$ cat src/rtl/rgb_pkg.sv
// Shared state encoding, default colour table and clamped channel step helper
// used by rgb_fader and its channel ramps.
package rgb_pkg;

  // Widest channel the step helper supports; narrower channels are zero-extended.
  localparam int MAX_CH_W = 16;

  typedef enum logic [1:0] {
    ST_IDLE  = 2'd0,
    ST_FADE  = 2'd1,
    ST_BLINK = 2'd2
  } state_e;

  // 8 bits per channel, R,G,B from MSB; element 0 is the rightmost entry.
  localparam logic [7:0][23:0] DEFAULT_LUT = {
    24'h000000, 24'h000000, 24'h000000, 24'h000000,
    24'hFF00FF, 24'hFF0000, 24'h0000FF, 24'h000000
  };

  // One extra bit keeps cur+step and cur-step from wrapping at either rail.
  function automatic logic [MAX_CH_W-1:0] step_toward(
    input logic [MAX_CH_W-1:0] cur,
    input logic [MAX_CH_W-1:0] tgt,
    input logic [MAX_CH_W-1:0] step
  );
    logic [MAX_CH_W:0] cur_x;
    logic [MAX_CH_W:0] tgt_x;
    logic [MAX_CH_W:0] step_x;
    logic [MAX_CH_W:0] res_x;
    cur_x  = {1'b0, cur};
    tgt_x  = {1'b0, tgt};
    step_x = {1'b0, step};
    if (tgt_x > cur_x) begin
      if ((tgt_x - cur_x) > step_x) res_x = cur_x + step_x;
      else                          res_x = tgt_x;
    end else if (cur_x > tgt_x) begin
      if ((cur_x - tgt_x) > step_x) res_x = cur_x - step_x;
      else                          res_x = tgt_x;
    end else begin
      res_x = cur_x;
    end
    return res_x[MAX_CH_W-1:0];
  endfunction

endpackage

$ cat src/rtl/rgb_fader_if.sv
// Selector, colour-table write port and colour outputs of rgb_fader.
interface rgb_fader_if #(
  parameter int CH_W  = 8,
  parameter int SEL_W = 3
);
  logic [SEL_W-1:0]  sel;
  logic              lut_we;
  logic [SEL_W-1:0]  lut_addr;
  logic [3*CH_W-1:0] lut_wdata;
  logic [3*CH_W-1:0] rgb;
  logic [3*CH_W-1:0] target;
  logic              settled;

  modport master (
    output sel, lut_we, lut_addr, lut_wdata,
    input  rgb, target, settled
  );

  modport slave (
    input  sel, lut_we, lut_addr, lut_wdata,
    output rgb, target, settled
  );
endinterface

$ cat src/rtl/rgb_channel_ramp.sv
// One colour channel register that either steps toward its target, loads a
// value directly, or holds; flags when it already equals the target.
module rgb_channel_ramp
  import rgb_pkg::*;
#(
  parameter int CH_W = 8,
  parameter int STEP = 4
) (
  input  logic            clk,
  input  logic            rst_n,
  input  logic            step_en,
  input  logic            load_en,
  input  logic [CH_W-1:0] load_val,
  input  logic [CH_W-1:0] tgt,
  output logic [CH_W-1:0] val,
  output logic [CH_W-1:0] val_nxt,
  output logic            eq
);

  localparam logic [MAX_CH_W-1:0] STEP_X = MAX_CH_W'(STEP);

  logic [CH_W-1:0]     val_q;
  logic [CH_W-1:0]     val_d;
  logic [MAX_CH_W-1:0] stepped_s;

  // Next channel value: direct load wins over a fade step.
  always_comb begin
    stepped_s = step_toward(MAX_CH_W'(val_q), MAX_CH_W'(tgt), STEP_X);
    if (load_en)      val_d = load_val;
    else if (step_en) val_d = stepped_s[CH_W-1:0];
    else              val_d = val_q;
  end

  // Channel register.
  always_ff @(posedge clk or negedge rst_n) begin
    if (!rst_n) val_q <= '0;
    else        val_q <= val_d;
  end

  assign val     = val_q;
  assign val_nxt = val_d;
  assign eq      = (val_q == tgt);

endmodule

$ cat src/rtl/rgb_fader.sv
// Colour table lookup with stepped fade toward the selected colour.
// Optional fault blink on selector 3 is built when RGB_BLINK_EN is defined.
module rgb_fader
  import rgb_pkg::*;
#(
  parameter int CH_W        = 8,
  parameter int SEL_W       = 3,
  parameter int TICK_DIV    = 1000,
  parameter int STEP        = 4,
  parameter int BLINK_TICKS = 64
) (
  input logic        clk,
  input logic        rst_n,
  rgb_fader_if.slave bus
);

  localparam int DEPTH = 2 ** SEL_W;
  localparam int RGB_W = 3 * CH_W;
  localparam int CNT_W = (TICK_DIV > 1) ? $clog2(TICK_DIV) : 1;
  localparam logic [CNT_W-1:0] CNT_MAX = CNT_W'(TICK_DIV - 1);

  localparam logic [1:0] IDLE = ST_IDLE;
  localparam logic [1:0] FADE = ST_FADE;

  // Left-align an 8-bit default channel into CH_W bits (MSBs kept).
  function automatic logic [CH_W-1:0] scale_ch(input logic [7:0] v);
    logic [MAX_CH_W+7:0] wide;
    wide = {v, {MAX_CH_W{1'b0}}};
    return wide[MAX_CH_W+7 -: CH_W];
  endfunction

  function automatic logic [RGB_W-1:0] default_entry(input int idx);
    logic [23:0] src;
    if (idx < 8) src = DEFAULT_LUT[idx[2:0]];
    else         src = 24'h000000;
    return {scale_ch(src[23:16]), scale_ch(src[15:8]), scale_ch(src[7:0])};
  endfunction

  logic [RGB_W-1:0] lut_q [DEPTH];
  logic [RGB_W-1:0] lut_d [DEPTH];
  logic [SEL_W-1:0] sel_q;
  logic [RGB_W-1:0] target_q;
  logic [RGB_W-1:0] target_d;
  logic [CNT_W-1:0] cnt_q;
  logic [CNT_W-1:0] cnt_d;
  logic [1:0]       state_q;
  logic [1:0]       state_d;
  logic             settled_q;
  logic             settled_d;

  logic             tick_s;
  logic             step_en_s;
  logic             load_en_s;
  logic [RGB_W-1:0] load_val_s;
  logic [RGB_W-1:0] rgb_s;
  logic [RGB_W-1:0] rgb_nxt_s;
  logic [2:0]       ch_eq_s;
  logic             all_eq_s;
  logic             blink_req_s;

  assign tick_s    = (cnt_q == CNT_MAX);
  assign all_eq_s  = &ch_eq_s;
  assign step_en_s = (state_q == FADE) && tick_s;
  assign target_d  = lut_q[sel_q];

  // A table write lands at the edge where lut_we is high.
  always_comb begin
    for (int i = 0; i < DEPTH; i++) begin
      if (bus.lut_we && (bus.lut_addr == SEL_W'(i))) lut_d[i] = bus.lut_wdata;
      else                                           lut_d[i] = lut_q[i];
    end
  end

  always_comb begin
    if (tick_s) cnt_d = '0;
    else        cnt_d = cnt_q + CNT_W'(1);
  end

`ifdef RGB_BLINK_EN
  localparam logic [1:0]       BLINK     = ST_BLINK;
  localparam logic [SEL_W-1:0] FAULT_SEL = SEL_W'(3);
  localparam int               BLK_W     = (BLINK_TICKS > 1) ? $clog2(BLINK_TICKS) : 1;
  localparam logic [BLK_W-1:0] BLK_MAX   = BLK_W'(BLINK_TICKS - 1);

  logic [BLK_W-1:0] blk_cnt_q;
  logic [BLK_W-1:0] blk_cnt_d;
  logic             blk_on_q;
  logic             blk_on_d;

  assign blink_req_s = (sel_q == FAULT_SEL);
  assign load_en_s   = (state_q == BLINK);
  assign load_val_s  = blk_on_q ? target_q : '0;

  // Blink phase restarts in the "on" half each time BLINK is entered.
  always_comb begin
    if (state_q != BLINK) begin
      blk_cnt_d = '0;
      blk_on_d  = 1'b1;
    end else if (tick_s && (blk_cnt_q == BLK_MAX)) begin
      blk_cnt_d = '0;
      blk_on_d  = ~blk_on_q;
    end else if (tick_s) begin
      blk_cnt_d = blk_cnt_q + BLK_W'(1);
      blk_on_d  = blk_on_q;
    end else begin
      blk_cnt_d = blk_cnt_q;
      blk_on_d  = blk_on_q;
    end
  end

  always_ff @(posedge clk or negedge rst_n) begin
    if (!rst_n) begin
      blk_cnt_q <= '0;
      blk_on_q  <= 1'b1;
    end else begin
      blk_cnt_q <= blk_cnt_d;
      blk_on_q  <= blk_on_d;
    end
  end
`else
  assign blink_req_s = 1'b0;
  assign load_en_s   = 1'b0;
  assign load_val_s  = '0;
`endif

  // FADE ends either when a tick lands on the target or the target comes back to rgb.
  always_comb begin
    state_d = state_q;
    if (blink_req_s) begin
`ifdef RGB_BLINK_EN
      state_d = BLINK;
`else
      state_d = state_q;
`endif
    end else begin
      case (state_q)
        IDLE: begin
          if (all_eq_s) state_d = IDLE;
          else          state_d = FADE;
        end
        FADE: begin
          if (all_eq_s || (tick_s && (rgb_nxt_s == target_q))) state_d = IDLE;
          else                                                 state_d = FADE;
        end
`ifdef RGB_BLINK_EN
        BLINK:   state_d = FADE;
`endif
        default: state_d = IDLE;
      endcase
    end
    settled_d = (state_d == IDLE) && (target_d == rgb_nxt_s);
  end

  always_ff @(posedge clk or negedge rst_n) begin
    if (!rst_n) begin
      for (int i = 0; i < DEPTH; i++) lut_q[i] <= default_entry(i);
      sel_q     <= '0;
      target_q  <= '0;
      cnt_q     <= '0;
      state_q   <= IDLE;
      settled_q <= 1'b1;
    end else begin
      for (int i = 0; i < DEPTH; i++) lut_q[i] <= lut_d[i];
      sel_q     <= bus.sel;
      target_q  <= target_d;
      cnt_q     <= cnt_d;
      state_q   <= state_d;
      settled_q <= settled_d;
    end
  end

  for (genvar c = 0; c < 3; c++) begin : g_ch
    rgb_channel_ramp #(
      .CH_W (CH_W),
      .STEP (STEP)
    ) u_ramp (
      .clk      (clk),
      .rst_n    (rst_n),
      .step_en  (step_en_s),
      .load_en  (load_en_s),
      .load_val (load_val_s[c*CH_W +: CH_W]),
      .tgt      (target_q[c*CH_W +: CH_W]),
      .val      (rgb_s[c*CH_W +: CH_W]),
      .val_nxt  (rgb_nxt_s[c*CH_W +: CH_W]),
      .eq       (ch_eq_s[c])
    );
  end

  assign bus.rgb     = rgb_s;
  assign bus.target  = target_q;
  assign bus.settled = settled_q;

endmodule

$ cat src/flat_wrapper.sv
// flat-port wrapper written by rule: the top's interface ports become plain ports
module rgb_fader_flat import rgb_pkg::*;
#(
  parameter int CH_W        = 8,
  parameter int SEL_W       = 3,
  parameter int TICK_DIV    = 1000,
  parameter int STEP        = 4,
  parameter int BLINK_TICKS = 64
)
  (clk, rst_n, bus_sel, bus_lut_we, bus_lut_addr, bus_lut_wdata, bus_rgb, bus_target, bus_settled);
  rgb_fader_if #(.CH_W(CH_W), .SEL_W(SEL_W)) bus_i ();
  input logic clk;
  input logic rst_n;
  input wire logic [$bits(bus_i.sel)-1:0] bus_sel;
  input wire logic [$bits(bus_i.lut_we)-1:0] bus_lut_we;
  input wire logic [$bits(bus_i.lut_addr)-1:0] bus_lut_addr;
  input wire logic [$bits(bus_i.lut_wdata)-1:0] bus_lut_wdata;
  output wire logic [$bits(bus_i.rgb)-1:0] bus_rgb;
  output wire logic [$bits(bus_i.target)-1:0] bus_target;
  output wire logic [$bits(bus_i.settled)-1:0] bus_settled;
  assign bus_i.sel = bus_sel;
  assign bus_i.lut_we = bus_lut_we;
  assign bus_i.lut_addr = bus_lut_addr;
  assign bus_i.lut_wdata = bus_lut_wdata;
  assign bus_rgb = bus_i.rgb;
  assign bus_target = bus_i.target;
  assign bus_settled = bus_i.settled;
  rgb_fader #(.CH_W(CH_W), .SEL_W(SEL_W), .TICK_DIV(TICK_DIV), .STEP(STEP), .BLINK_TICKS(BLINK_TICKS)) u_core (.clk(clk), .rst_n(rst_n), .bus(bus_i));
endmodule
$ cat config.mk
export PLATFORM = sky130hd
export DESIGN_NAME = rgb_fader_flat
export DESIGN_NICKNAME = d
export VERILOG_FILES = /design/src/rtl/rgb_pkg.sv /design/src/rtl/rgb_fader_if.sv /design/src/rtl/rgb_channel_ramp.sv /design/src/rtl/rgb_fader.sv /design/src/flat_wrapper.sv
export SDC_FILE = /design/constraint.sdc
export NUM_CORES = 1
export LEC_CHECK = 0
export BUFFER_PORTS_ARGS = -buffer_cell sky130_fd_sc_hd__buf_2
export CORE_ASPECT_RATIO = 0.7
export CORE_MARGIN = 2
export CORE_UTILIZATION = 50
export CTS_BUF_LIST = sky130_fd_sc_hd__clkbuf_16
export DETAILED_ROUTE_END_ITERATION = 7
export PLACE_DENSITY_LB_ADDON = 0.25
export SYNTH_ARGS = -nofsm -noshare
export SYNTH_HDL_FRONTEND = slang
export SYNTH_HIERARCHICAL = 1
export SYNTH_SLANG_ARGS = --single-unit
$ cat constraint.sdc
create_clock -name clk -period 12.2 [get_ports clk]
set_clock_uncertainty 0.05 [all_clocks]
set_input_delay 2.44 -clock clk [delete_from_list [all_inputs] [get_ports clk]]
set_output_delay 2.44 -clock clk [all_outputs]
set_load 0.01 [all_outputs]
## Word level (Yosys, flattened, before mapping)

Cells that the tools add are included.
Widths: inputs -> output; s select.

| storage, ports and cells | value |
|---|---|
| bits in registers | 256 |
| bits in latches | 0 |
| input port bits | 33 |
| logic and storage cells | 95 |
| bits in writable memories | 0 |
| output and inout port bits | 49 |
| bits in read-only memories | 0 |
| memories | 0 |

| operators by class | value |
|---|---|
| equal/unequal tests | 14 |
| bitwise logic cells | 1 |
| $lt $le $gt $ge | 13 |
| divide/modulo/power cells | 0 |
| muxes and demuxes | 22 |
| shift operators | 0 |
| reductions and logical operators | 16 |
| add/sub/neg operators | 13 |
| multiply operators | 0 |

Operator list:

| kind | number |
|---|---|
| $mux 8 | 15 |
| $gt 17x3->1 const B | 6 |
| $bmux 24 s3 | 1 |
| $sub 8x8->9 | 6 |
| $eq 24x24->1 | 2 |
| $gt 8x8->1 | 6 |
| $mux 24 | 2 |
| $add 8x3->8 const B | 3 |
| $eq 8x8->1 | 3 |
| $sub 8x3->8 const B | 3 |
| $eq 3x3->1 const B | 4 |
| $logic_and 1x1->1 | 11 |
| $add 10x1->10 const B | 1 |
| $eq 10x10->1 const B | 1 |
| $mux 10 | 1 |
| $eq 3x2->1 const B | 2 |
| $ge 4x4->1 const B | 1 |
| $logic_not 2->1 | 2 |
| $not 3->4 | 1 |
| $pmux 2 s2 | 1 |
| $eq 3x1->1 const B | 1 |
| $logic_not 3->1 | 1 |
| $reduce_and 3->1 | 1 |
| $eq 2x1->1 const B | 1 |
| other kinds (2) | 3 |

## Depth between registers and ports, before layout

| logic depth | value |
|---|---|
| word-level depth | 13 |
| depth in mapped cells | 19 |
| mapped depth without buffers | 18 |

## Hierarchy

Netlist, hierarchy kept.

Modules (own cells, without submodules):

| module | times used | seq. area each (um^2) | area an instance (um^2) | cells an instance |
|---|---|---|---|---|
| rgb_fader | 1 | 5821.8 | 10452.5 | 690 |
| rgb_channel_ramp at u_core.g_ch[0].u_ramp ... | 2 | 200.2 | 1575.3 | 219 |
| rgb_channel_ramp at u_core.g_ch[1].u_ramp | 1 | 200.2 | 1726.7 | 233 |

## Least setup slack after synthesis

OpenSTA, ideal clock, no wires.

| timing | value |
|---|---|
| kind | register to register |
| start | register u_core.target_q[0], in the netlist u_core/bus.target[0] |
| end | register u_core.settled_q, in the netlist u_core/bus.settled |
| stages on the path, launching flop included | 19 |
| arrival | 4371 ps |
| data required time | 12060 ps |
| path slack | 7689 ps |
| buffers on the path | 0 |
| clock period less this slack | 4511 ps |
| setup time | 90 ps |
| path through | dfrtp_1 > inv_1 > ha_1 > fa_1 > nor2b_1 > a211o_1 > or4b_2 > a222oi_1 > nand2_1 > mux2i_1 > o21ai_0 > a21oi_1 > xor2_1 > nor4_1 > nand4_1 > nor4b_1 > a31oi_1 > nand4b_1 > nor4_2 |

| between the ends | value |
|---|---|
| longest elaborated chain between the ends | 13 |
| elaborated cells on any way between the ends | 22 |
| classes of those cells | 2 x add/sub; 4 x order compare; 3 x eq/ne; 8 x mux; 5 x reduce/logical |

Ends and longest elaborated chain:

| what | RTL line | RTL |
|---|---|---|
| from (decl) | rgb_fader.sv:42 | `logic [RGB_W-1:0] target_q;` |
| from (signal assigned) | rgb_fader.sv:165 | `target_q <= target_d;` |
| $sub 8x8->9 | rgb_pkg.sv:37 | `if ((cur_x - tgt_x) > step_x) res_x = cur_x - step_x;` |
| $gt 17x3->1 | rgb_pkg.sv:37 |  |
| $mux 8 | rgb_pkg.sv:37 |  |
| $mux 8 | rgb_pkg.sv:36 | `end else if (cur_x > tgt_x) begin` |
| $mux 8 * | rgb_pkg.sv:33 | `if (tgt_x > cur_x) begin` |
| $mux 8 * | rgb_channel_ramp.sv:30 | `else if (step_en) val_d = stepped_s[CH_W-1:0];` |
| named net u_core.rgb_nxt_s[4] | rgb_fader.sv:56 | `logic [RGB_W-1:0] rgb_nxt_s;` |
| $eq 24x24->1 * | rgb_fader.sv:142 | `if (all_eq_s \|\| (tick_s && (rgb_nxt_s == target_q))) state_d = IDLE;` |
| $logic_and 1x1->1 * | rgb_fader.sv:142 |  |
| $logic_or 1x1->1 * | rgb_fader.sv:142 |  |
| $mux 1 * | rgb_fader.sv:142 |  |
| $pmux 2 s2 * | rgb_fader.sv:136 | `case (state_q)` |
| named net u_core.state_d[0] | rgb_fader.sv:47 | `logic [1:0] state_d;` |
| $logic_not 2->1 * | rgb_fader.sv:151 | `settled_d = (state_d == IDLE) && (target_d == rgb_nxt_s);` |
| $logic_and 1x1->1 * | rgb_fader.sv:151 |  |
| named net u_core.settled_d | rgb_fader.sv:49 | `logic settled_d;` |
| to (signal assigned) | rgb_fader.sv:168 | `settled_q <= settled_d;` |
| to (decl) | rgb_fader.sv:48 | `logic settled_q;` |

The timed path passes the listed nets; every way through them passes the cells marked *.
A chain may end at the register's enable or synchronous reset.

## Worst setup path after layout

| timing | value |
|---|---|
| start | register u_core.target_q[16], in the netlist u_core/bus.target[16] |
| end | register u_core.settled_q, in the netlist u_core/bus.settled |

Same word-level chain as after synthesis.

==> impl_metrics.yaml <==
logic_synthesis:
  synth_seq_area_share: 0.419
  async_flop_share: 1.00
  syn_inst: 1361
  netlist_area_sq_um: 15300
  ys_warn_count: 6
  synth_edf_count: 0
  synth.distinct_cells: 85
  synth_area_per_cell_sq_um: 11.3
  synthFlopType: "dfrtp_1"
  ys_ff_latch: 255
floorplan:
  ios: 82
  die_h_microns: 150
  placeableCoreArea_sq_um: 30100
  die-area_sq_um: 32100
  rows: 53
  die_width_microns: 213
  initial_core_util: 0.509
timing:
  slew-limit-headroom: 0.266
  fin_tns_setup_ns: 0
  final_max_slew_viol_count: 0
  finalWorstSetupSlack_ns: 6.59
  tightest_slew_ns: 1.10
  period_share: 0.460
  min_period_ns: 5.61
  setup_viol: 0
  rsz0062_at_grt: "no"
  fmax_mhz: 178
  hold_viol: 0
  whs_ns: 0.434
global_route:
  grt_max_degree: 103
  grt_pass1_vias: 11000
  antenna_found_initial: 3
  track_usage: 0.245
  grt_pass1_wl_microns: 61500
  grt.overflow.total: 0
clocking:
  clk_latency_ns: 0.55
  hold_buffers: 0
  clock_path_buffers: 3
  htreeDepth: 1
  cts_tree: "yes"
  ctsResizeCount: 0
  numCtsBuffers: 24
  cts_root_buffer: "clkbuf_16"
  clock-sinks: 255
  postCtsSetupBuffers: 0
  clk_pin_slew_ns: 0.07
power:
  p_clk_frac: 0.283
  power_frac_seq: 0.394
  power_density_nw_per_um2: 172
  p_int_uw: 1940
  irDropWorstVdd_mv: 0.109
  total_power_uw: 2930
  p_switching_uw: 987
  power_frac_comb: 0.324
  switching_share: 0.337
  p_leak_uw: 0.00751
worst_setup_path:
  end_kind: "flip-flop"
  cpPeakStageDelay_ns: 0.58
  startpoint_type: "flip-flop"
  worst-path-max-fanout: 6
  crit_buf_inv: 1
  cp_cell_sequence: "inv_1 -> ha_1 -> fa_1 -> nor2b_1 -> a211o_1 -> or4b_2 -> a222oi_1 -> nand2_1 -> mux2i_1 -> o21ai_0 -> a21oi_1 -> xor2_1 -> nor4_1 -> nand4_1 -> nor4b_1 -> a31oi_1 -> nand4b_1 -> nor4_2"
  crit_family: "simple AND/OR/NAND/NOR gates"
  cp.arrival_ns: 6.00
  slowest_stage: "or4b_2"
  cp.required_ns: 12.59
  critical_path_class: "reg -> reg"
final_layout:
  mostFrequentLayoutCell: "dfrtp_1"
  post-route-util: 0.566
  area_growth_pct: 11.2
  drive_gt1_frac: 0.292
  final_cell_mix: "220 x dfrtp_1, 203 x mux2_2, 80 x buf_2"
  n_fill_cell: 2555
  nets: 1538
placement:
  numPortBuffers: 81
  gp_congestion: 0.942
  place_ws_ns: 6.70
  dp_hpwl_microns: 26600
run_status:
  status: "complete, no violations"
detailed_routing:
  drtIter0Drc: 1066
  route.vias.total: 11200
  viasPerCell: 5.95
  drc: 0
  wl_per_cell_microns: 20.5
  wl_microns: 38500
  dr.pass1.iters: 6
  final_antenna_net_count: 0
flow_run:
  maxCapViolations: 0
hold_path:
  hp-class: "reg -> reg"
-- power by group through the flow --
stage          clock, uW  sequential [uW]  combinational, uW
2_1_floorplan          0             1140                699
3_3_place_gp           0             1160                916
3_5_place_dp           0             1170                932
4_1_cts              845             1150                938
5_1_grt              882             1180               1040
6_report             829             1150                949
-- metal layers --
| layer | GRT usage | wire (microns) | vias up |
|---|---|---|---|
| met5 | 0 | 13 | - |
| met4 | 0.0444 | 595 | 2 |
| met3 | 0.0388 | 2190 | 47 |
| met2 | 0.383 | 17300 | 345 |
| met1 | 0.363 | 18400 | 5622 |
| li1 | - | - | 5163 |
-- Yosys cell counts (all sizes together), types with 6 or more instances --
master,n,area [sq um]
nor2,45,169
or2,7,43.8
nand2b,8,50.1
a211oi,12,95.1
nand4,10,62.6
o21ai,41,209
xnor2,37,332
a21o,19,144
o21a,7,52.6
ha,55,688
xor2,35,307
dfrtp,222,5560
dfstp,33,867
a21oi,61,328
o211ai,8,65.1
nand3,33,165
or3,6,37.5
and2,7,43.8
inv,74,278
nor4,13,93.8
and3,12,77.6
buf,34,219
a221oi,23,231
nor3,37,201
nand2,50,188
mux2i,55,551
o31ai,11,82.6
mux2,204,2300
a31oi,19,119
mux4,28,646
clkbuf,35,131
nor2b,33,209
-- cell type report --
cell class / instances / area [sq um] / share of cell area
antenna: 2 / 5.00 / 0.000294
clock buffer: 24 / 601 / 0.0352
clock inverter: 20 / 272 / 0.0159
inverter: 74 / 278 / 0.0163
multi-input combinational: 996 / 8420 / 0.494
sequential: 255 / 6430 / 0.377
tap: 412 / 515 / 0.0302
timing repair buffer: 96 / 528 / 0.0310
-- cell families after synthesis --
family,after synthesis,synth area share
compound gates,258,0.120
flops,255,0.419
xor+xnor,72,0.0416
other cells,1,0.000245
fa+ha+maj,58,0.0488
mux,287,0.228
simple gates,287,0.101
buf+inv,143,0.0410
-- sequential cells by signal, summed over array words and instances (netlist names) --
signal / cells
u_core/cnt_q: 10
u_core/lut_q: 192
u_core/bus.settled: 1
u_core/g_ch.u_ramp/val: 24
u_core/state_q: 1
u_core/sel_q: 3
u_core/bus.target: 24
-- worst paths after layout --
kind,end,from,cells after the start,slack [ns]
max,u_core/bus.settled,u_core/bus.target[16],18,6.59
min,u_core/cnt_q[0],u_core/cnt_q[0],1,0.43
max reg2reg,u_core/bus.settled,u_core/bus.target[16],18,6.59
min reg2reg,u_core/cnt_q[0],u_core/cnt_q[0],1,0.43
max in group asynchronous,u_core/sel_q[1],rst_n,2,8.56
min in group asynchronous,u_core/lut_q[57],rst_n,1,1.87
-- worst register-to-register path, stage by stage, from the launching register on --
cell	delay, ns
dfrtp_1	0.45
inv_1	0.07
ha_1	0.23
fa_1	0.40
nor2b_1	0.24
a211o_1	0.18
or4b_2	0.58
a222oi_1	0.50
nand2_1	0.34
mux2i_1	0.24
o21ai_0	0.11
a21oi_1	0.43
xor2_1	0.13
nor4_1	0.44
nand4_1	0.14
nor4b_1	0.38
a31oi_1	0.10
nand4b_1	0.23
nor4_2	0.27
-- stage by stage --
stage / std cells / cell area, sq um
final: 1879 / 17000
after global routing: 1879 / 17000
after CTS: 1877 / 17000
after detailed placement: 1833 / 16200
after global placement: 1833 / 16200
after floorplan: 1394 / 15500
Power figures use the tool's default switching activity.
